### config.mk
export PLATFORM = sky130hd
export DESIGN_NAME = serial_operand_serializer
export DESIGN_NICKNAME = d
export VERILOG_FILES = /design/src/rtl/serial_operand_serializer.sv
export SDC_FILE = /design/constraint.sdc
export NUM_CORES = 1
export LEC_CHECK = 0
export ABC_AREA = 1
export BUFFER_PORTS_ARGS = -buffer_cell sky130_fd_sc_hd__buf_2
export CAP_MARGIN = 20
export CORE_MARGIN = 3
export CORE_UTILIZATION = 64
export CTS_BUF_LIST = sky130_fd_sc_hd__clkbuf_4 sky130_fd_sc_hd__clkbuf_8
export DETAILED_ROUTE_END_ITERATION = 8
export GPL_TIMING_DRIVEN = 0
export MAX_ROUTING_LAYER = met4
export PLACE_DENSITY_LB_ADDON = 0.1
export SYNTH_ARGS = -nofsm -noshare
export SYNTH_HDL_FRONTEND = slang
export SYNTH_SLANG_ARGS = --single-unit
### constraint.sdc
create_clock -name clk -period 9.1 [get_ports clk]
set_input_delay 1.365 -clock clk [delete_from_list [all_inputs] [get_ports clk]]
set_output_delay 1.365 -clock clk [all_outputs]
set_load 0.01 [all_outputs]
### src/rtl/serial_operand_serializer.sv
// Bit-serial operand transmitter: takes W-bit operand pairs over valid/ready and
// shifts them out LSB-first with first/last markers and a carry-clear strobe.
module serial_operand_serializer #(
  parameter int W = 8
) (
  input  logic         clk,
  input  logic         rst,
  input  logic         in_valid,
  output logic         in_ready,
  input  logic [W-1:0] in_a,
  input  logic [W-1:0] in_b,
  output logic         out_valid,
  output logic         out_a,
  output logic         out_b,
  output logic         out_first,
  output logic         out_last,
  output logic         carry_clr
);

  localparam int CW = $clog2(W);
  localparam logic [CW-1:0] CNT_LAST = CW'(W - 1);

  logic [W-1:0]  hold_a_p0;
  logic [W-1:0]  hold_b_p0;
  logic          vld_p0;
  logic [W-1:0]  sa_p1;
  logic [W-1:0]  sb_p1;
  logic [CW-1:0] cnt_p1;
  logic          vld_p1;

  logic xfer;
  logic last_bit;
  logic stage_free;

  assign in_ready   = ~vld_p0 & ~rst;
  assign xfer       = in_valid & in_ready;
  assign last_bit   = vld_p1 & (cnt_p1 == CNT_LAST);
  assign stage_free = ~vld_p1 | last_bit;

  assign out_valid = vld_p1;
  assign out_a     = sa_p1[0];
  assign out_b     = sb_p1[0];
  assign out_first = vld_p1 & (cnt_p1 == '0);
  assign out_last  = last_bit;
  assign carry_clr = ~vld_p1 | last_bit;

  // p0 -> p1: hold register feeds the shift stage; the stage reloads on its
  // last bit so consecutive words leave with no idle cycle between them.
  always_ff @(posedge clk) begin
    if (rst) begin
      vld_p0 <= 1'b0;
      vld_p1 <= 1'b0;
      cnt_p1 <= '0;
      sa_p1  <= '0;
      sb_p1  <= '0;
    end else if (stage_free) begin
      if (vld_p0) begin
        sa_p1  <= hold_a_p0;
        sb_p1  <= hold_b_p0;
        cnt_p1 <= '0;
        vld_p1 <= 1'b1;
        vld_p0 <= 1'b0;
      end else if (xfer) begin
        sa_p1  <= in_a;
        sb_p1  <= in_b;
        cnt_p1 <= '0;
        vld_p1 <= 1'b1;
      end else begin
        vld_p1 <= 1'b0;
      end
    end else begin
      sa_p1  <= {1'b0, sa_p1[W-1:1]};
      sb_p1  <= {1'b0, sb_p1[W-1:1]};
      cnt_p1 <= cnt_p1 + 1'b1;
      if (xfer) begin
        vld_p0 <= 1'b1;
      end
    end
  end

  // Hold data carries no reset; only its valid flag matters.
  always_ff @(posedge clk) begin
    if (~rst & ~stage_free & xfer) begin
      hold_a_p0 <= in_a;
      hold_b_p0 <= in_b;
    end
  end

endmodule

==> summary.txt, run 1 <==
Finish
  – Post-route cell area: 2161 um^2
  – Fin cells: 325
  – Share of cells above drive strength 1: about a fifth
  – Antenna diode count: 0
  – Final core occ: between 70% and 80%
  – # fillers: around 230
  – Area growth syn-to-layout: 12.43%
  – Total Nets Final: approximately 320

GRT
  – Total grt overflow: 0
  – Largest net degree at the start of global routing: 12
  – First-pass GRT wire length: roughly 6.2 mm
  – Vias in the first global route: ~1400
  – Total global-route track usage: between 20% and 30%
  – Initial antenna violation count: 0

Synthesis
  – Mean post-synth cell area: roughly 7.4 um^2
  – Post-synthesis adder-cell area fraction: between 1.5 and 2%
  – Largest family of logic cells by synthesized area: simple AND/OR/NAND/NOR gates
  – Mapped Area: between 1500 and 2000 um^2
  – Mapped Nets: between 200 and 300
  – Post-synth EDFFs: 16
  – FF+latch count, synth: 37
  – Post-synthesis mux area share: 0%
  – Yosys Warn Count: 0
  – Synth Area in Simple Gates: between 30% and 40%
  – Sequential-to-total area share from yosys stat: between 40 and 50%
  – Unique masters post-synth: 21
  – Synth Area in Compound Gates: between 2 and 2.5%
  – Fraction of registers with async set/reset: 0%
  – Primary FF master, synth: dfxtp_1
  – Xor and xnor fraction of the mapped netlist area: 0%
  – Post-Synthesis Cells: roughly 260

Die
  – I/O pin count: 26
  – Die area: around 3700 um^2
  – Chip height: between 60 and 70 um
  – Core ar.: 2805 um^2
  – Die Wd: 60.80 um
  – Starting Density: approximately 69%
  – # rows: 19

Detailed routing
  – Post-route ant nets: 0
  – Wirelength, routed: about 3.8 mm
  – Drt pass-1 iters: 5
  – DR WL/cell: roughly 12 um
  – # DRC: 0
  – Vias per cell: between 4 and 5
  – First DRT Iteration DRCs: about 100
  – Vias: 1621

Setup path
  – CP endpoint: in_ready
  – Reg2Reg Capture Point: hold_b_p0[7]$_DFFE_PP_
  – Cell breakdown of the critical path: buf_6 -> nor2_1 -> buf_2
  – R2r startpoint: cnt_p1[0]$_SDFFE_PP0P_
  – WP data arrival: 1.75 ns
  – R2R depth: 7
  – Largest stage delay, worst path: ~0.15 ns
  – Worst path required time: 7.74 ns
  – Startpoint types: input port
  – Crit-path slowest cell: buf_2
  – Reg2reg setup slack: about 6.7 ns
  – Setup CP Type: input port to output pin
  – Setup crit start: rst
  – CP max FO: 8
  – Crit end category: output pin

CTS
  – CTS root buffer: clkbuf_4
  – CTS clock-pin slew for the worst setup and hold paths: 0.10 ns
  – Worst-Skew Late Latency: between 0.3 and 0.4 ns
  – CTS-repair resized insts: 0
  – Cts bufs inserted: 5
  – Post-CTS Setup Inserts: 0
  – Clock Sink Count: 37
  – TritonCTS clock tree: built
  – Max Buffers Root-to-Sink: 2
  – Hold-fix buffers, CTS: 0
  – Clock H-tree levels: 2

Power and ir drop
  – Worst vdd ir: between 100 and 150 uV
  – Leak Pwr: 1.155 nW
  – Tot Pwr: ~350 uW
  – PwrDens: approximately 160 nW/um^2

STA
  – RSZ-0062 raised after global routing: no
  – Slew margin rel.: between 40% and 50%
  – Final setup viols: 0
  – Hold_ws: between 0.4 and 0.5 ns
  – Final hold viol count: 0
  – Crit share post-route: between 30% and 40%
  – Setup TNS: 0 ns
  – Worst setup margin: roughly 6.0 ns
  – Fmax: 0.3213 GHz
  – Fin. max-slew vios: 0
  – Worst slew pin tran: ~0.89 ns
  – Clock Skew: around 0.012 ns
  – Min cycle time layout: around 3.1 ns

Placement
  – Placed cell count: 317
  – GPL Wtd Cong: roughly 0.86
  – Port buffer count: 24
  – Placed Area: ~2100 um^2
  – DP HPWL: around 2.7 mm
  – Setup WS pre-CTS: ~6.0 ns

Outcome
  – Outcome: completed

Worst hold path
  – HP Class: flip-flop to flip-flop

Run
  – Max Cap Viol: 0
## worst min path at each step
stage	endpoint	depth (start not counted)	slack (ns)	startpoint
finish	cnt_p1[1]$_SDFFE_PP0P_	2	0.49	cnt_p1[1]$_SDFFE_PP0P_
floorplan	cnt_p1[1]$_SDFFE_PP0P_	2	0.46	cnt_p1[1]$_SDFFE_PP0P_
CTS	cnt_p1[1]$_SDFFE_PP0P_	2	0.49	cnt_p1[1]$_SDFFE_PP0P_
global route	cnt_p1[2]$_SDFFE_PP0P_	2	0.53	cnt_p1[2]$_SDFFE_PP0P_
detailed placement	cnt_p1[1]$_SDFFE_PP0P_	2	0.48	cnt_p1[1]$_SDFFE_PP0P_
global placement	cnt_p1[1]$_SDFFE_PP0P_	2	0.47	cnt_p1[1]$_SDFFE_PP0P_
## worst max-delay path: cells and delay by family
family                 cells  cell delay (ns)
buffers and inverters      2             0.27
AND/OR/NAND/NOR            1             0.11
## where the power goes
part | leakage [nW] | switching, mW | total [mW] | internal (mW)
clock | 0.0394 | 0.0523 | 0.0964 | 0.0441
sequential | 0.319 | 0.00471 | 0.188 | 0.183
combinational | 0.797 | 0.0373 | 0.0618 | 0.0245
## cells in the final DEF, fill, tap and decap left out
| master | netlist | layout |
|---|---|---|
| inv_4 | 1 | 1 |
| nor3_1 | 1 | 1 |
| buf_6 | 3 | 3 |
| buf_2 | 4 | 28 |
| nor2_1 | 39 | 39 |
| nand3_2 | 3 | 3 |
| buf_4 | 4 | 5 |
| clkbuf_8 | 0 | 1 |
| nand2_2 | 1 | 1 |
| nand3_1 | 27 | 27 |
| nand2_1 | 82 | 82 |
| nor4_2 | 0 | 1 |
| a21oi_4 | 1 | 1 |
| o21ai_0 | 3 | 3 |
| inv_1 | 47 | 47 |
| inv_2 | 1 | 1 |
| edfxtp_1 | 16 | 16 |
| clkbuf_4 | 0 | 7 |
| nor2_8 | 1 | 1 |
| o21ai_4 | 1 | 1 |
| ha_1 | 3 | 3 |
| inv_6 | 1 | 1 |
| dfxtp_1 | 21 | 21 |
## logic make-up after synthesis
group	count (synthesis)
fa+ha+maj	3
simple gates	155
compound gates	5
buf+inv	61
flops	37
## cell usage after synthesis, types with 3 or more instances
| cell type | count | area share [%] |
|---|---|---|
| buf_2 | 4 | 1.0 |
| buf_4 | 4 | 1.6 |
| buf_6 | 3 | 1.8 |
| dfxtp_1 | 21 | 22 |
| edfxtp_1 | 16 | 25 |
| ha_1 | 3 | 2.0 |
| inv_1 | 47 | 9.2 |
| nand2_1 | 82 | 16 |
| nand3_1 | 27 | 7.0 |
| nand3_2 | 3 | 1.6 |
| nor2_1 | 39 | 7.6 |
| o21ai_0 | 3 | 0.78 |
## layer usage
layer	track usage (%)	part of all wire, %
met1	28.32	45
met2	37.71	48
met3	7.660	5.3
met4	11.46	2.3
met5	-	0
## cell type report
type	instances	area, um^2	share of cell area [%]
plain buffers	11	83.83	3.880
clock buffers	8	66.31	3.069
inverters	50	195.2	9.033
multi-input cells	163	748.2	34.63
flip-flops and latches	37	900.9	41.69
well taps	31	38.79	1.795
repair buffers	25	127.6	5.906
## sequential cells by signal, indices dropped and copies added (netlist names)
signal / flops
sa_p1: 8
hold_b_p0: 8
vld_p0: 1
out_valid: 1
sb_p1: 8
cnt_p1: 3
hold_a_p0: 8
Power figures use the tool's default switching activity.
==> run 2: changes to the inputs <==
--- a/config.mk
+++ b/config.mk
@@ -9,7 +9,7 @@
 export BUFFER_PORTS_ARGS = -buffer_cell sky130_fd_sc_hd__buf_2
 export CAP_MARGIN = 20
 export CORE_MARGIN = 3
-export CORE_UTILIZATION = 64
+export CORE_UTILIZATION = 53
 export CTS_BUF_LIST = sky130_fd_sc_hd__clkbuf_4 sky130_fd_sc_hd__clkbuf_8
 export DETAILED_ROUTE_END_ITERATION = 8
 export GPL_TIMING_DRIVEN = 0
==> constraint.sdc (replaced) <==
create_clock -name clk -period 2.7 [get_ports clk]
set_input_delay 0.405 -clock clk [delete_from_list [all_inputs] [get_ports clk]]
set_output_delay 0.405 -clock clk [all_outputs]
set_load 0.01 [all_outputs]
==> summary.txt, run 2 (synthesized netlist as in run 1, its figures left out) <==
Outcome
  – Outcome: completed (unchanged)

GRT
  – Largest net degree at the start of global routing: 14 (was 12)
  – Total global-route track usage: 21.76% (was 24.21%)
  – First-pass GRT wire length: 6.975 mm (was 6.237 mm)
  – Initial antenna violation count: 0 (unchanged)
  – Vias in the first global route: 1592 (was 1430)
  – Total grt overflow: 0 (unchanged)

Die
  – Core ar.: 3416 um^2 (was 2805 um^2)
  – Die area: 4384 um^2 (was 3697 um^2)
  – Die Wd: 66.22 um (was 60.80 um)
  – Chip height: 66.22 um (was 60.80 um)
  – Starting Density: 56.26% (was 68.51%)
  – I/O pin count: 26 (unchanged)
  – # rows: 21 (was 19)

Detailed routing
  – Post-route ant nets: 0 (unchanged)
  – Vias: 1570 (was 1621)
  – Drt pass-1 iters: 4 (was 5)
  – Vias per cell: 4.618 (was 4.988)
  – First DRT Iteration DRCs: 79 (was 98)
  – DR WL/cell: 11.27 um (was 11.61 um)
  – Wirelength, routed: 3.831 mm (was 3.772 mm)
  – # DRC: 0 (unchanged)

Power and ir drop
  – Tot Pwr: 1.224 mW (was 346.1 uW)
  – Leak Pwr: 1.161 nW (was 1.155 nW)
  – PwrDens: 555.2 nW/um^2 (was 160.2 nW/um^2)
  – Worst vdd ir: 296.1 uV (was 134.4 uV)

STA
  – Slew margin rel.: 75.27% (was 40.23%)
  – Worst slew pin tran: 0.3681 ns (was 0.8891 ns)
  – Fin. max-slew vios: 0 (unchanged)
  – Fmax: ~0.50 GHz
  – Crit share post-route: between 70% and 80%
  – RSZ-0062 raised after global routing: no (unchanged)
  – Min cycle time layout: approximately 2.0 ns
  – Final setup viols: 0 (unchanged)
  – Clock Skew: 0.01344 ns (was 0.01209 ns)
  – Final hold viol count: 0 (unchanged)
  – Setup TNS: 0 ns (unchanged)

Setup path
  – Cell breakdown of the critical path: ha_1 -> ha_1 -> inv_1 -> nand2_2 -> buf_4 -> buf_2 (was buf_6 -> nor2_1 -> buf_2)
  – Crit-path slowest cell: dfxtp_1 (was buf_2)
  – CP top delay family: buffers and inverters (unchanged)
  – CP max FO: 10 (was 8)
  – WP data arrival: 1.60 ns (was 1.75 ns)
  – Worst path required time: 2.30 ns (was 7.74 ns)
  – Startpoint types: flip-flop (was input port)
  – Crit end category: output pin (unchanged)
  – CP most frequent cell: ha_1
  – Setup CP Type: flip-flop to output pin (was input port to output pin)
  – Crit path buf inv count: 3 (was 2)
  – Largest stage delay, worst path: 0.37 ns (was 0.15 ns)

CTS
  – Hold-fix buffers, CTS: 0 (unchanged)
  – Clock H-tree levels: 2 (unchanged)
  – Post-CTS Setup Inserts: 0 (unchanged)
  – Max Buffers Root-to-Sink: 2 (unchanged)
  – Cts bufs inserted: 5 (unchanged)
  – Worst-Skew Late Latency: 0.35 ns (about the same)
  – CTS-repair resized insts: 0 (unchanged)
  – CTS clock-pin slew for the worst setup and hold paths: 0.11 ns (was 0.10 ns)
  – TritonCTS clock tree: built (unchanged)
  – CTS root buffer: clkbuf_4 (unchanged)
  – Clock Sink Count: 37 (unchanged)

Finish
  – Antenna diode count: 0 (unchanged)
  – Fin cells: 340 (was 325)
  – # fillers: 332 (was 234)
  – Most common cell after layout, fill and taps aside: nand2_1 (unchanged)
  – Commonest non-fill, non-tap cells in the layout: nand2_1 (82), inv_1 (47), nor2_1 (39) (unchanged)
  – Area growth syn-to-layout: 14.71% (was 12.43%)
  – Share of cells above drive strength 1: 18.37% (was 18.71%)
  – Post-route cell area: 2205 um^2 (was 2161 um^2)
  – Total Nets Final: 315 (unchanged)

Run
  – Max Cap Viol: 0 (unchanged)

Placement
  – Placed cell count: 332 (was 317)
  – GPL Wtd Cong: 0.8620 (was 0.8572)
  – DP HPWL: 2.791 mm (was 2.681 mm)
  – Placed Area: 2126 um^2 (was 2095 um^2)
  – Port buffer count: 24 (unchanged)

Worst hold path
  – HP Class: input port to flip-flop (was flip-flop to flip-flop)
run 2: path summary, 6_finish.rpt:
kind                                        startpoint                endpoint  slack, ns  depth (start not counted)
worst min register to register  cnt_p1[1]$_SDFFE_PP0P_  cnt_p1[1]$_SDFFE_PP0P_       0.50                          2
worst max register to register  cnt_p1[0]$_SDFFE_PP0P_  hold_b_p0[4]$_DFFE_PP_       0.80                          7
worst max-delay path            cnt_p1[1]$_SDFFE_PP0P_               carry_clr       0.70                          6
worst min-delay path                           in_a[2]  hold_a_p0[2]$_DFFE_PP_       0.24                          1
run 2: area by class of cell:
type | instances | area [um^2] | area share [%]
timing repair buffer | 25 | 131.4 | 5.959
clock inverter | 2 | 33.78 | 1.532
sequential | 37 | 900.9 | 40.86
inverter | 50 | 195.2 | 8.854
multi-input combinational | 163 | 757.0 | 34.34
clock buffer | 6 | 45.04 | 2.043
tap | 46 | 57.56 | 2.611
buffer | 11 | 83.83 | 3.803
run 2: per-stage QoR:
stage	utilization, %	hold WS [ns]	worst slack [ns]
6_report	64.54	0.2408	0.6963
5_1_grt	64.54	0.2126	0.5632
4_1_cts	64.54	0.2279	0.6588
3_5_place_dp	62.23	0.4973	0.7730
3_3_place_gp	61.65	0.4731	-0.1252
2_1_floorplan	-	0.4589	0.3633
run 2: per-layer routing:
| metal | up-vias | routed length [um] | global-route usage (%) |
|---|---|---|---|
| met5 | - | 0 | - |
| met4 | 0 | 108 | 9.391 |
| met3 | 10 | 188 | 5.782 |
| met2 | 33 | 1779 | 35.44 |
| met1 | 672 | 1755 | 25.19 |
| li1 | 855 | - | - |
run 2: where the power goes:
group          switching (mW)  internal [mW]
Sequential             0.0151          0.617
Combinational           0.126         0.0830
Clock                   0.180          0.203
Total                   0.321          0.903
==> run 3: changes to the inputs <==
--- a/config.mk
+++ b/config.mk
@@ -9,7 +9,7 @@
 export BUFFER_PORTS_ARGS = -buffer_cell sky130_fd_sc_hd__buf_2
 export CAP_MARGIN = 20
 export CORE_MARGIN = 3
-export CORE_UTILIZATION = 53
+export CORE_UTILIZATION = 59
 export CTS_BUF_LIST = sky130_fd_sc_hd__clkbuf_4 sky130_fd_sc_hd__clkbuf_8
 export DETAILED_ROUTE_END_ITERATION = 8
 export GPL_TIMING_DRIVEN = 0
==> constraint.sdc (replaced) <==
create_clock -name clk -period 2.1 [get_ports clk]
set_input_delay 0.315 -clock clk [delete_from_list [all_inputs] [get_ports clk]]
set_output_delay 0.315 -clock clk [all_outputs]
set_load 0.01 [all_outputs]
==> summary.txt, run 3 (synthesized netlist as in run 1, its figures left out) <==
STA
  – RSZ-0062 raised after global routing: no (unchanged)
  – Worst setup margin: 0.1605 ns (was 0.6963 ns)
  – Crit share post-route: between 90% and 100%
  – Min cycle time layout: 1.939 ns
  – Final hold viol count: 0 (unchanged)
  – Slew margin rel.: 82.00% (was 75.27%)
  – Clock Skew: 0.007536 ns (was 0.01344 ns)
  – Fmax: approximately 0.52 GHz
  – Fin. max-slew vios: 0 (unchanged)
  – Final setup viols: 0 (unchanged)
  – Worst slew pin tran: 0.2693 ns (was 0.3681 ns)

Power and ir drop
  – PwrDens: 690.1 nW/um^2 (was 555.2 nW/um^2)
  – Leak Pwr: 1.161 nW (about the same)
  – Worst vdd ir: 475.8 uV (was 296.1 uV)
  – Tot Pwr: 1.514 mW (was 1.224 mW)

Die
  – Starting Density: 62.44% (was 56.26%)
  – # rows: 20 (was 21)
  – Die area: 3978 um^2 (was 4384 um^2)
  – Core ar.: 3078 um^2 (was 3416 um^2)
  – Die Wd: 63.08 um (was 66.22 um)
  – I/O pin count: 26 (unchanged)
  – Chip height: 63.08 um (was 66.22 um)

Finish
  – Total Nets Final: 316 (was 315)
  – Most common cell after layout, fill and taps aside: nand2_1 (unchanged)
  – Final core occ: 71.26% (was 64.54%)
  – Post-route cell area: 2193 um^2 (was 2205 um^2)
  – Reg area: 900.9 um^2 (unchanged)
  – Commonest non-fill, non-tap cells in the layout: nand2_1 (82), inv_1 (47), nor2_1 (39) (unchanged)
  – Share of cells above drive strength 1: 18.98% (was 18.37%)
  – Multi-input gate area: 757.0 um^2 (unchanged)
  – Fin cells: 339 (was 340)
  – Antenna diode count: 0 (unchanged)
  – Area growth syn-to-layout: 14.13% (was 14.71%)
  – # fillers: 273 (was 332)

CTS
  – CTS-repair resized insts: 0 (unchanged)
  – CTS clock-pin slew for the worst setup and hold paths: 0.11 ns (about the same)
  – Hold-fix buffers, CTS: 0 (unchanged)
  – Clock H-tree levels: 2 (unchanged)
  – Clock Sink Count: 37 (unchanged)
  – Worst-Skew Late Latency: 0.35 ns (about the same)
  – CTS root buffer: clkbuf_4 (unchanged)
  – Cts bufs inserted: 5 (unchanged)
  – TritonCTS clock tree: built (unchanged)
  – Post-CTS Setup Inserts: 2 (was 0)
  – Max Buffers Root-to-Sink: 2 (unchanged)

GRT
  – Total grt overflow: 0 (unchanged)
  – Largest net degree at the start of global routing: 12 (was 14)
  – First-pass GRT wire length: 6.320 mm (was 6.975 mm)
  – Initial antenna violation count: 0 (unchanged)
  – Vias in the first global route: 1410 (was 1592)
  – Total global-route track usage: 20.86% (was 21.76%)

Detailed routing
  – Drt pass-1 iters: 4 (unchanged)
  – First DRT Iteration DRCs: 135 (was 79)
  – Wirelength, routed: 3.634 mm (was 3.831 mm)
  – Post-route ant nets: 0 (unchanged)
  – Vias: 1545 (was 1570)
  – Vias per cell: 4.558 (was 4.618)
  – DR WL/cell: 10.72 um (was 11.27 um)
  – # DRC: 0 (unchanged)

Outcome
  – Outcome: completed (unchanged)

Setup path
  – WP data arrival: 1.62 ns (was 1.60 ns)
  – Crit end category: output pin (unchanged)
  – CP max FO: 10 (unchanged)
  – Worst path required time: 1.78 ns (was 2.30 ns)
  – Setup CP Type: flip-flop to output pin (unchanged)
  – Startpoint types: flip-flop (unchanged)
  – Reg2reg setup slack: 0.19 ns (was 0.80 ns)

Placement
  – Placed Area: 2112 um^2 (was 2126 um^2)
  – Port buffer count: 24 (unchanged)
  – Placed cell count: 329 (was 332)
  – GPL Wtd Cong: 0.8562 (was 0.8620)
  – DP HPWL: 2.516 mm (was 2.791 mm)
  – Setup WS pre-CTS: -0.1878 ns (was 0.7730 ns)

Run
  – Max Cap Viol: 0 (unchanged)

Worst hold path
  – HP Class: input port to flip-flop (unchanged)
## run 3: area by class of cell
cell class	count	area share, %
Clock buffer	8	3.023
Multi-Input combinational cell	163	34.51
Tap cell	44	2.510
Sequential cell	37	41.07
Timing Repair Buffer	26	6.161
Buffer	11	3.822
Inverter	50	8.899
## run 3: stage by stage
stage                     setup TNS [ns]  hold WS (ns)
after CTS                              0        0.1378
after floorplan                        0        0.4139
after global placement            -2.860        0.4719
final                                  0        0.1403
after global routing                   0        0.1397
after detailed placement          -2.992        0.4767
## run 3: final timing paths
check                                             from                      to  cells after the start
worst min-delay path                           in_b[6]  hold_b_p0[6]$_DFFE_PP_                      1
worst max register to register  cnt_p1[0]$_SDFFE_PP0P_  hold_a_p0[5]$_DFFE_PP_                      7
worst min register to register  cnt_p1[1]$_SDFFE_PP0P_  cnt_p1[1]$_SDFFE_PP0P_                      2
worst max-delay path            cnt_p1[0]$_SDFFE_PP0P_               carry_clr                      6
## run 3: worst max-delay path, stage by stage (launching register included)
cell	delay [ns]
dfxtp_1	0.34
ha_1	0.20
ha_1	0.19
inv_1	0.07
nand2_2	0.10
buf_4	0.21
buf_2	0.15
## run 3: report_power, final
group	total [mW]	internal, mW	switching, mW
sequential	0.814	0.794	0.0201
combinational	0.267	0.107	0.159
clock	0.433	0.191	0.242
total	1.51	1.09	0.421
## run 3: per-layer routing
layer	global-route usage [%]	wire length [um]
met1	25.57	1722
met2	32.81	1669
met3	3.209	133
met4	11.85	108
met5	-	0
